## src/rtl/calc_seq_ctrl_if.sv

```systemverilog
// Calculator-side handshake and shared-adder bus for calc_seq_ctrl.
// slave: the controller. master: the calculator top level and the external adder.
interface calc_seq_ctrl_if;
  logic       start;
  logic [1:0] Op;
  logic [3:0] A;
  logic [3:0] B;
  logic       busy;
  logic       done;
  logic [7:0] Result;
  logic       Neg;
  logic [3:0] Add_A;
  logic [3:0] Add_B;
  logic       Add_Cin;
  logic [3:0] Add_Sum;
  logic       Add_Cout;

  modport slave (
    input  start, Op, A, B, Add_Sum, Add_Cout,
    output busy, done, Result, Neg, Add_A, Add_B, Add_Cin
  );

  modport master (
    output start, Op, A, B, Add_Sum, Add_Cout,
    input  busy, done, Result, Neg, Add_A, Add_B, Add_Cin
  );
endinterface

```

## src/rtl/calc_seq_ctrl.sv

```systemverilog
// Sequencer time-sharing one external 4-bit adder for ADD/SUB/MUL (and optional DIV).
// Define CALC_SEQ_DIV_EN to make Op=11 a 4-iteration restoring divide.
module calc_seq_ctrl #(
  parameter int unsigned ITER = 4
) (
  input  logic            clk,
  input  logic            rst,
  calc_seq_ctrl_if.slave  bus
);

  localparam int unsigned CntW = $clog2(ITER);
  localparam logic [CntW-1:0] LastCnt = CntW'(ITER - 1);

  localparam logic [1:0] OpAdd = 2'b00;
  localparam logic [1:0] OpSub = 2'b01;
  localparam logic [1:0] OpMul = 2'b10;
`ifdef CALC_SEQ_DIV_EN
  localparam logic [1:0] OpDiv = 2'b11;
`endif

  typedef enum logic [1:0] {StIdle, StExec, StIter, StDone} state_e;

  state_e          state_q, state_d;
  logic [1:0]      op_q, op_d;
  logic [3:0]      a_q, a_d;
  logic [3:0]      b_q, b_d;
  logic [3:0]      p_hi_q, p_hi_d;
  logic [3:0]      p_lo_q, p_lo_d;
  logic [CntW-1:0] cnt_q, cnt_d;
  logic [7:0]      result_q, result_d;
  logic            neg_q, neg_d;

  logic [3:0]      add_a;
  logic [3:0]      add_b;
  logic            add_cin;

`ifdef CALC_SEQ_DIV_EN
  // {R,Q} after the left shift, and the bit shifted out of R.
  logic [3:0]      rem_sh;
  logic [3:0]      quo_sh;
  logic            rem_out;
`endif

  always_ff @(posedge clk) begin
    if (rst) begin
      state_q  <= StIdle;
      op_q     <= 2'b00;
      a_q      <= 4'h0;
      b_q      <= 4'h0;
      p_hi_q   <= 4'h0;
      p_lo_q   <= 4'h0;
      cnt_q    <= '0;
      result_q <= 8'h00;
      neg_q    <= 1'b0;
    end else begin
      state_q  <= state_d;
      op_q     <= op_d;
      a_q      <= a_d;
      b_q      <= b_d;
      p_hi_q   <= p_hi_d;
      p_lo_q   <= p_lo_d;
      cnt_q    <= cnt_d;
      result_q <= result_d;
      neg_q    <= neg_d;
    end
  end

  always_comb begin
    state_d  = state_q;
    op_d     = op_q;
    a_d      = a_q;
    b_d      = b_q;
    p_hi_d   = p_hi_q;
    p_lo_d   = p_lo_q;
    cnt_d    = cnt_q;
    result_d = result_q;
    neg_d    = neg_q;
    add_a    = 4'h0;
    add_b    = 4'h0;
    add_cin  = 1'b0;
`ifdef CALC_SEQ_DIV_EN
    rem_sh   = 4'h0;
    quo_sh   = 4'h0;
    rem_out  = 1'b0;
`endif

    unique case (state_q)
      StIdle: begin
        if (bus.start) begin
          op_d   = bus.Op;
          a_d    = bus.A;
          b_d    = bus.B;
          cnt_d  = '0;
          p_hi_d = 4'h0;
          p_lo_d = 4'h0;
          unique case (bus.Op)
            OpMul: begin
              p_lo_d  = bus.B;
              state_d = StIter;
            end
`ifdef CALC_SEQ_DIV_EN
            OpDiv: begin
              p_lo_d  = bus.A;
              // Divide by zero bypasses the iterations entirely.
              state_d = (bus.B == 4'h0) ? StExec : StIter;
            end
`endif
            default: state_d = StExec;
          endcase
        end
      end

      StExec: begin
        state_d = StDone;
        neg_d   = 1'b0;
        unique case (op_q)
          OpAdd: begin
            add_a    = a_q;
            add_b    = b_q;
            result_d = {3'b000, bus.Add_Cout, bus.Add_Sum};
          end
          OpSub: begin
            add_a    = a_q;
            add_b    = ~b_q;
            add_cin  = 1'b1;
            // No carry out of A + ~B + 1 means a borrow, i.e. A < B.
            neg_d    = ~bus.Add_Cout;
            result_d = {{4{~bus.Add_Cout}}, bus.Add_Sum};
          end
`ifdef CALC_SEQ_DIV_EN
          OpDiv: begin
            result_d = 8'hFF;
          end
`endif
          default: begin
            result_d = 8'h00;
          end
        endcase
      end

      StIter: begin
        cnt_d = cnt_q + CntW'(1);
        if (op_q == OpMul) begin
          add_a  = p_hi_q;
          add_b  = p_lo_q[0] ? a_q : 4'h0;
          p_hi_d = {bus.Add_Cout, bus.Add_Sum[3:1]};
          p_lo_d = {bus.Add_Sum[0], p_lo_q[3:1]};
        end
`ifdef CALC_SEQ_DIV_EN
        else begin
          rem_out = p_hi_q[3];
          rem_sh  = {p_hi_q[2:0], p_lo_q[3]};
          quo_sh  = {p_lo_q[2:0], 1'b0};
          add_a   = rem_sh;
          add_b   = ~b_q;
          add_cin = 1'b1;
          if (rem_out | bus.Add_Cout) begin
            p_hi_d = bus.Add_Sum;
            p_lo_d = {quo_sh[3:1], 1'b1};
          end else begin
            p_hi_d = rem_sh;
            p_lo_d = quo_sh;
          end
        end
`endif
        if (cnt_q == LastCnt) begin
          state_d  = StDone;
          result_d = {p_hi_d, p_lo_d};
          neg_d    = 1'b0;
        end
      end

      StDone: begin
        state_d = StIdle;
      end

      default: begin
        state_d = StIdle;
      end
    endcase
  end

  assign bus.busy    = (state_q != StIdle);
  assign bus.done    = (state_q == StDone);
  assign bus.Result  = result_q;
  assign bus.Neg     = neg_q;
  assign bus.Add_A   = add_a;
  assign bus.Add_B   = add_b;
  assign bus.Add_Cin = add_cin;

endmodule

```

## src/flat_wrapper.sv

```systemverilog
// flat-port wrapper written by rule: the top's interface ports become plain ports
module calc_seq_ctrl_flat 
#(
  parameter int unsigned ITER = 4
)
  (clk, rst, bus_start, bus_Op, bus_A, bus_B, bus_Add_Sum, bus_Add_Cout, bus_busy, bus_done, bus_Result, bus_Neg, bus_Add_A, bus_Add_B, bus_Add_Cin);
  calc_seq_ctrl_if bus_i ();
  input  logic clk;
  input  logic rst;
  input wire logic [$bits(bus_i.start)-1:0] bus_start;
  input wire logic [$bits(bus_i.Op)-1:0] bus_Op;
  input wire logic [$bits(bus_i.A)-1:0] bus_A;
  input wire logic [$bits(bus_i.B)-1:0] bus_B;
  input wire logic [$bits(bus_i.Add_Sum)-1:0] bus_Add_Sum;
  input wire logic [$bits(bus_i.Add_Cout)-1:0] bus_Add_Cout;
  output wire logic [$bits(bus_i.busy)-1:0] bus_busy;
  output wire logic [$bits(bus_i.done)-1:0] bus_done;
  output wire logic [$bits(bus_i.Result)-1:0] bus_Result;
  output wire logic [$bits(bus_i.Neg)-1:0] bus_Neg;
  output wire logic [$bits(bus_i.Add_A)-1:0] bus_Add_A;
  output wire logic [$bits(bus_i.Add_B)-1:0] bus_Add_B;
  output wire logic [$bits(bus_i.Add_Cin)-1:0] bus_Add_Cin;
  assign bus_i.start = bus_start;
  assign bus_i.Op = bus_Op;
  assign bus_i.A = bus_A;
  assign bus_i.B = bus_B;
  assign bus_i.Add_Sum = bus_Add_Sum;
  assign bus_i.Add_Cout = bus_Add_Cout;
  assign bus_busy = bus_i.busy;
  assign bus_done = bus_i.done;
  assign bus_Result = bus_i.Result;
  assign bus_Neg = bus_i.Neg;
  assign bus_Add_A = bus_i.Add_A;
  assign bus_Add_B = bus_i.Add_B;
  assign bus_Add_Cin = bus_i.Add_Cin;
  calc_seq_ctrl #(.ITER(ITER)) u_core (.clk(clk), .rst(rst), .bus(bus_i));
endmodule
```

## config.mk

```make
export PLATFORM = sky130hd
export DESIGN_NAME = calc_seq_ctrl_flat
export DESIGN_NICKNAME = d
export VERILOG_FILES = /design/src/rtl/calc_seq_ctrl_if.sv /design/src/rtl/calc_seq_ctrl.sv /design/src/flat_wrapper.sv
export SDC_FILE = /design/constraint.sdc
export NUM_CORES = 1
export LEC_CHECK = 0
export CORE_ASPECT_RATIO = 2
export CORE_MARGIN = 2
export CORE_UTILIZATION = 24
export CTS_CLUSTER_DIAMETER = 50
export DETAILED_ROUTE_END_ITERATION = 12
export HOLD_SLACK_MARGIN = 0.02
export PLACE_DENSITY = 0.45
export SLEW_MARGIN = 25
export SYNTH_ARGS = -nofsm -noshare
export SYNTH_HDL_FRONTEND = slang
export SYNTH_SLANG_ARGS = --single-unit
export TNS_END_PERCENT = 5
```

## constraint.sdc

```tcl
create_clock -name clk -period 2.5 [get_ports clk]
set_input_delay 0.5 -clock clk [delete_from_list [all_inputs] [get_ports clk]]
set_output_delay 0.5 -clock clk [all_outputs]
set_load 0.1 [all_outputs]
```

==> run metrics, run 1 <==
outcome finished, final reports clean; Layout Nets 257; worst r2r path cells 6; via count 1482; GP Congestion 0.818; FP Rows 42; Layout Skew 4.60 ps; most common cell after layout, fill and taps aside nand2_1; Top Layer Used met4; DRT met1 WL 1840 um; most frequent cells in the layout nand2_1, dfxtp_1, nor2_1; Design Power 2.79 mW; Mapped Area 1640 um^2; Top delay family on crit path buffers and inverters; Crit Path Category flip-flop to primary output; CTS root buffer clkbuf_16; FMAX 427 MHz; layout cells sized above 1 0.204; Startpoint Class flip-flop; Synth warnings 0; DR WL met3 152 um; TNS Setup 0 ps; max_slew headroom 0.615; remaining global-route overflow 0; crit path buf inv count 3; P_leak 0.883 nW; CTS Buffer Depth 2; Seq/Total Area, Yosys 0.379; reg2reg end u_core.p_lo_q[2]; Max stage delay cell, worst path dfxtp_1; I/O pin total 38; vias in the first global route 1488; Die X 62.4 um; Hold Path Class flip-flop to flip-flop; clock tree sinks 31; Detailed Routing Iterations Pass 1 4; Worst Max-Slew Pin Slew 576 ps; Max IR drop VDD 408 uV; Die Y-Extent 121 um; Initial Util 0.248; cells after synthesis 198; H-tree Lvls 2; Remaining DRCs 0; final cycle utilization of the critical path 0.936; WHS 458 ps; critical path, cell by cell inv_1 > ha_1 > clkinv_1 > nor2_1 > buf_12; Crit path arrival time 1840 ps; synthesis-stage register bit count 31; WL/cell 14.8 um; final-report max-slew violation count 0; Worst-path clk slew 50 ps; RR Startpoint u_core.state_q[0]; 1st-iter DRT viols 30; Endpoint, Worst Hold u_core.bus.Neg; first-pass GRT wire length 7360 um; P per Cell Area 1220 nW/um^2; CP endpoint kind primary output; Final Hold Viols 0; maxcap violations 0; Avg Inst Size Synth 8.28 um^2; largest net degree at the start of global routing 19; HPWL after DPL 3700 um; post-synth cell types 39; met2 wire len 2630 um; IO buf count 37; Via density 4.59; hold path cells 2; final setup vio count 0; Die ar. 7550 um^2; Worst Path Max Fanout 9; Total GRT Usage 0.131; Hold Buf Count CTS 0; antenna violations before repair 0; minimum period implied by the final worst setup slack 2340 ps; Core Box Area 6620 um^2; Max stage delay on crit path 380 ps; Final ANT Viol Nets 0; Area Overhead vs Synth 38.9%; Hold Crit Start u_core.bus.Neg; Inserted Clock Buffers 5; Worst EP required 2000 ps; number of fill cells 739; ANT cells 0; R2R setup slack 650 ps; WL final 4790 um; Clock Latency Late Sink 280 ps; CTS tree built; RSZ-0062 raised after global routing false; post-synth net total 221
[flip-flops by register name, indices dropped and copies added, names as in the netlist]
| signal | cells |
|---|---|
| u_core.bus.Neg | 1 |
| u_core.bus.Result | 8 |
| u_core.op_q | 2 |
| u_core.b_q | 4 |
| u_core.a_q | 4 |
| u_core.cnt_q | 2 |
| u_core.state_q | 2 |
| u_core.p_hi_q | 4 |
| u_core.p_lo_q | 4 |
[through the flow]
| stage | utilization | area (um^2) | worst slack (ps) | std cells |
|---|---|---|---|---|
| floorplan | - | 1640 | -335 | 198 |
| CTS | 0.344 | 2280 | 103 | 323 |
| global placement | 0.323 | 2140 | 416 | 315 |
| detailed placement | 0.323 | 2140 | 402 | 315 |
| finish | 0.344 | 2280 | 161 | 323 |
| global route | 0.344 | 2280 | 53.2 | 323 |
[routing by layer]
layer,GRT usage,vias to the layer above
met5,0,-
met4,0.0861,0
met3,0.0232,9
met2,0.251,37
met1,0.124,683
li1,-,753
[power breakdown]
| part | internal, mW | total (mW) | switching (mW) |
|---|---|---|---|
| Clock | 0.363 | 0.584 | 0.221 |
| Combinational | 0.445 | 1.50 | 1.05 |
| Sequential | 0.615 | 0.706 | 0.0915 |
| Total | 1.42 | 2.79 | 1.36 |
[worst max-delay path by stage]
stage                      startpoint               end  slack (ps)  cells past startpoint
global placement    u_core.state_q[1]      bus_Add_B[1]         420                      6
global route        u_core.state_q[0]      bus_Add_A[2]          50                      5
floorplan              u_core.op_q[0]      bus_Add_B[1]        -330                      7
CTS                 u_core.state_q[1]      bus_Add_B[3]         100                      6
detailed placement          bus_start  u_core.p_lo_q[2]         400                      5
finish              u_core.state_q[0]      bus_Add_A[0]         160                      5
[final cells by class]
type	count	area, um^2	share of cell area
clock buffer	5	125	0.0549
clock inverter	3	15.0	0.00659
inverter	6	22.5	0.00989
multi-input combinational	148	901	0.396
sequential	31	621	0.273
tap	88	110	0.0484
timing repair buffer	42	483	0.212
[Yosys cell counts]
master	count	share of area
nand2_1	32	0.073
dfxtp_1	31	0.38
nor2_1	28	0.064
a21oi_1	19	0.058
a22oi_1	8	0.037
clkbuf_1	6	0.014
mux2_2	6	0.041
a211oi_1	5	0.023
ha_1	5	0.038
inv_1	5	0.011
o21ai_0	5	0.015
a311oi_1	4	0.021
a32oi_1	4	0.021
buf_6	4	0.027
xor2_1	4	0.021
nor3_1	3	0.0092
and2_1	2	0.0076
and3_1	2	0.0076
mux2_4	2	0.018
mux2i_1	2	0.012
nand3_1	2	0.0061
nand3b_1	2	0.0092
a21oi_2	1	0.0053
a22oi_2	1	0.0076
a31oi_1	1	0.0038
and2_2	1	0.0046
and2b_1	1	0.0046
buf_4	1	0.0046
buf_8	1	0.0092
clkinv_1	1	0.0023
dlygate4sd1_1	1	0.0053
nand2b_1	1	0.0038
nand4b_1	1	0.0053
nor2b_1	1	0.0038
nor2b_2	1	0.0053
nor3b_1	1	0.0046
or2_2	1	0.0038
or3b_1	1	0.0053
xnor2_1	1	0.0053
[repair_timing]
| action | in CTS | in global routing |
|---|---|---|
| buffers inserted | 0 | 0 |
| resized for setup | 0 | 1 |
| endpoints found under the setup margin | 0 | 1 |
[worst register-to-register path, delay by kind of cell (launching register included)]
family | cells | cell delay, ps
AO/OA/AOI/OAI | 3 | 730
adder cells (fa/ha/maj) | 1 | 270
buffers and inverters | 1 | 80
flip-flops | 1 | 380
AND/OR/NAND/NOR | 1 | 300
[cells by family (layout without fill, tap and decap cells)]
kind of cell             Yosys count  count (layout)  share of synthesized area
AO/OA/AOI/OAI                     48              48                      0.192
XOR/XNOR                           5               5                     0.0267
adder cells (fa/ha/maj)            5               5                     0.0382
buffers and inverters             19              56                     0.0740
flip-flops                        31              31                      0.379
multiplexers                      10              10                     0.0718
AND/OR/NAND/NOR                   80              80                      0.218
Power figures use the tool's default switching activity.
==> run 2, diff against run 1 <==
TNS_END_PERCENT = 1   (was 5)
==> results of run 2 <==
No change in the layout: final DEF, timing and power equal those of run 1.
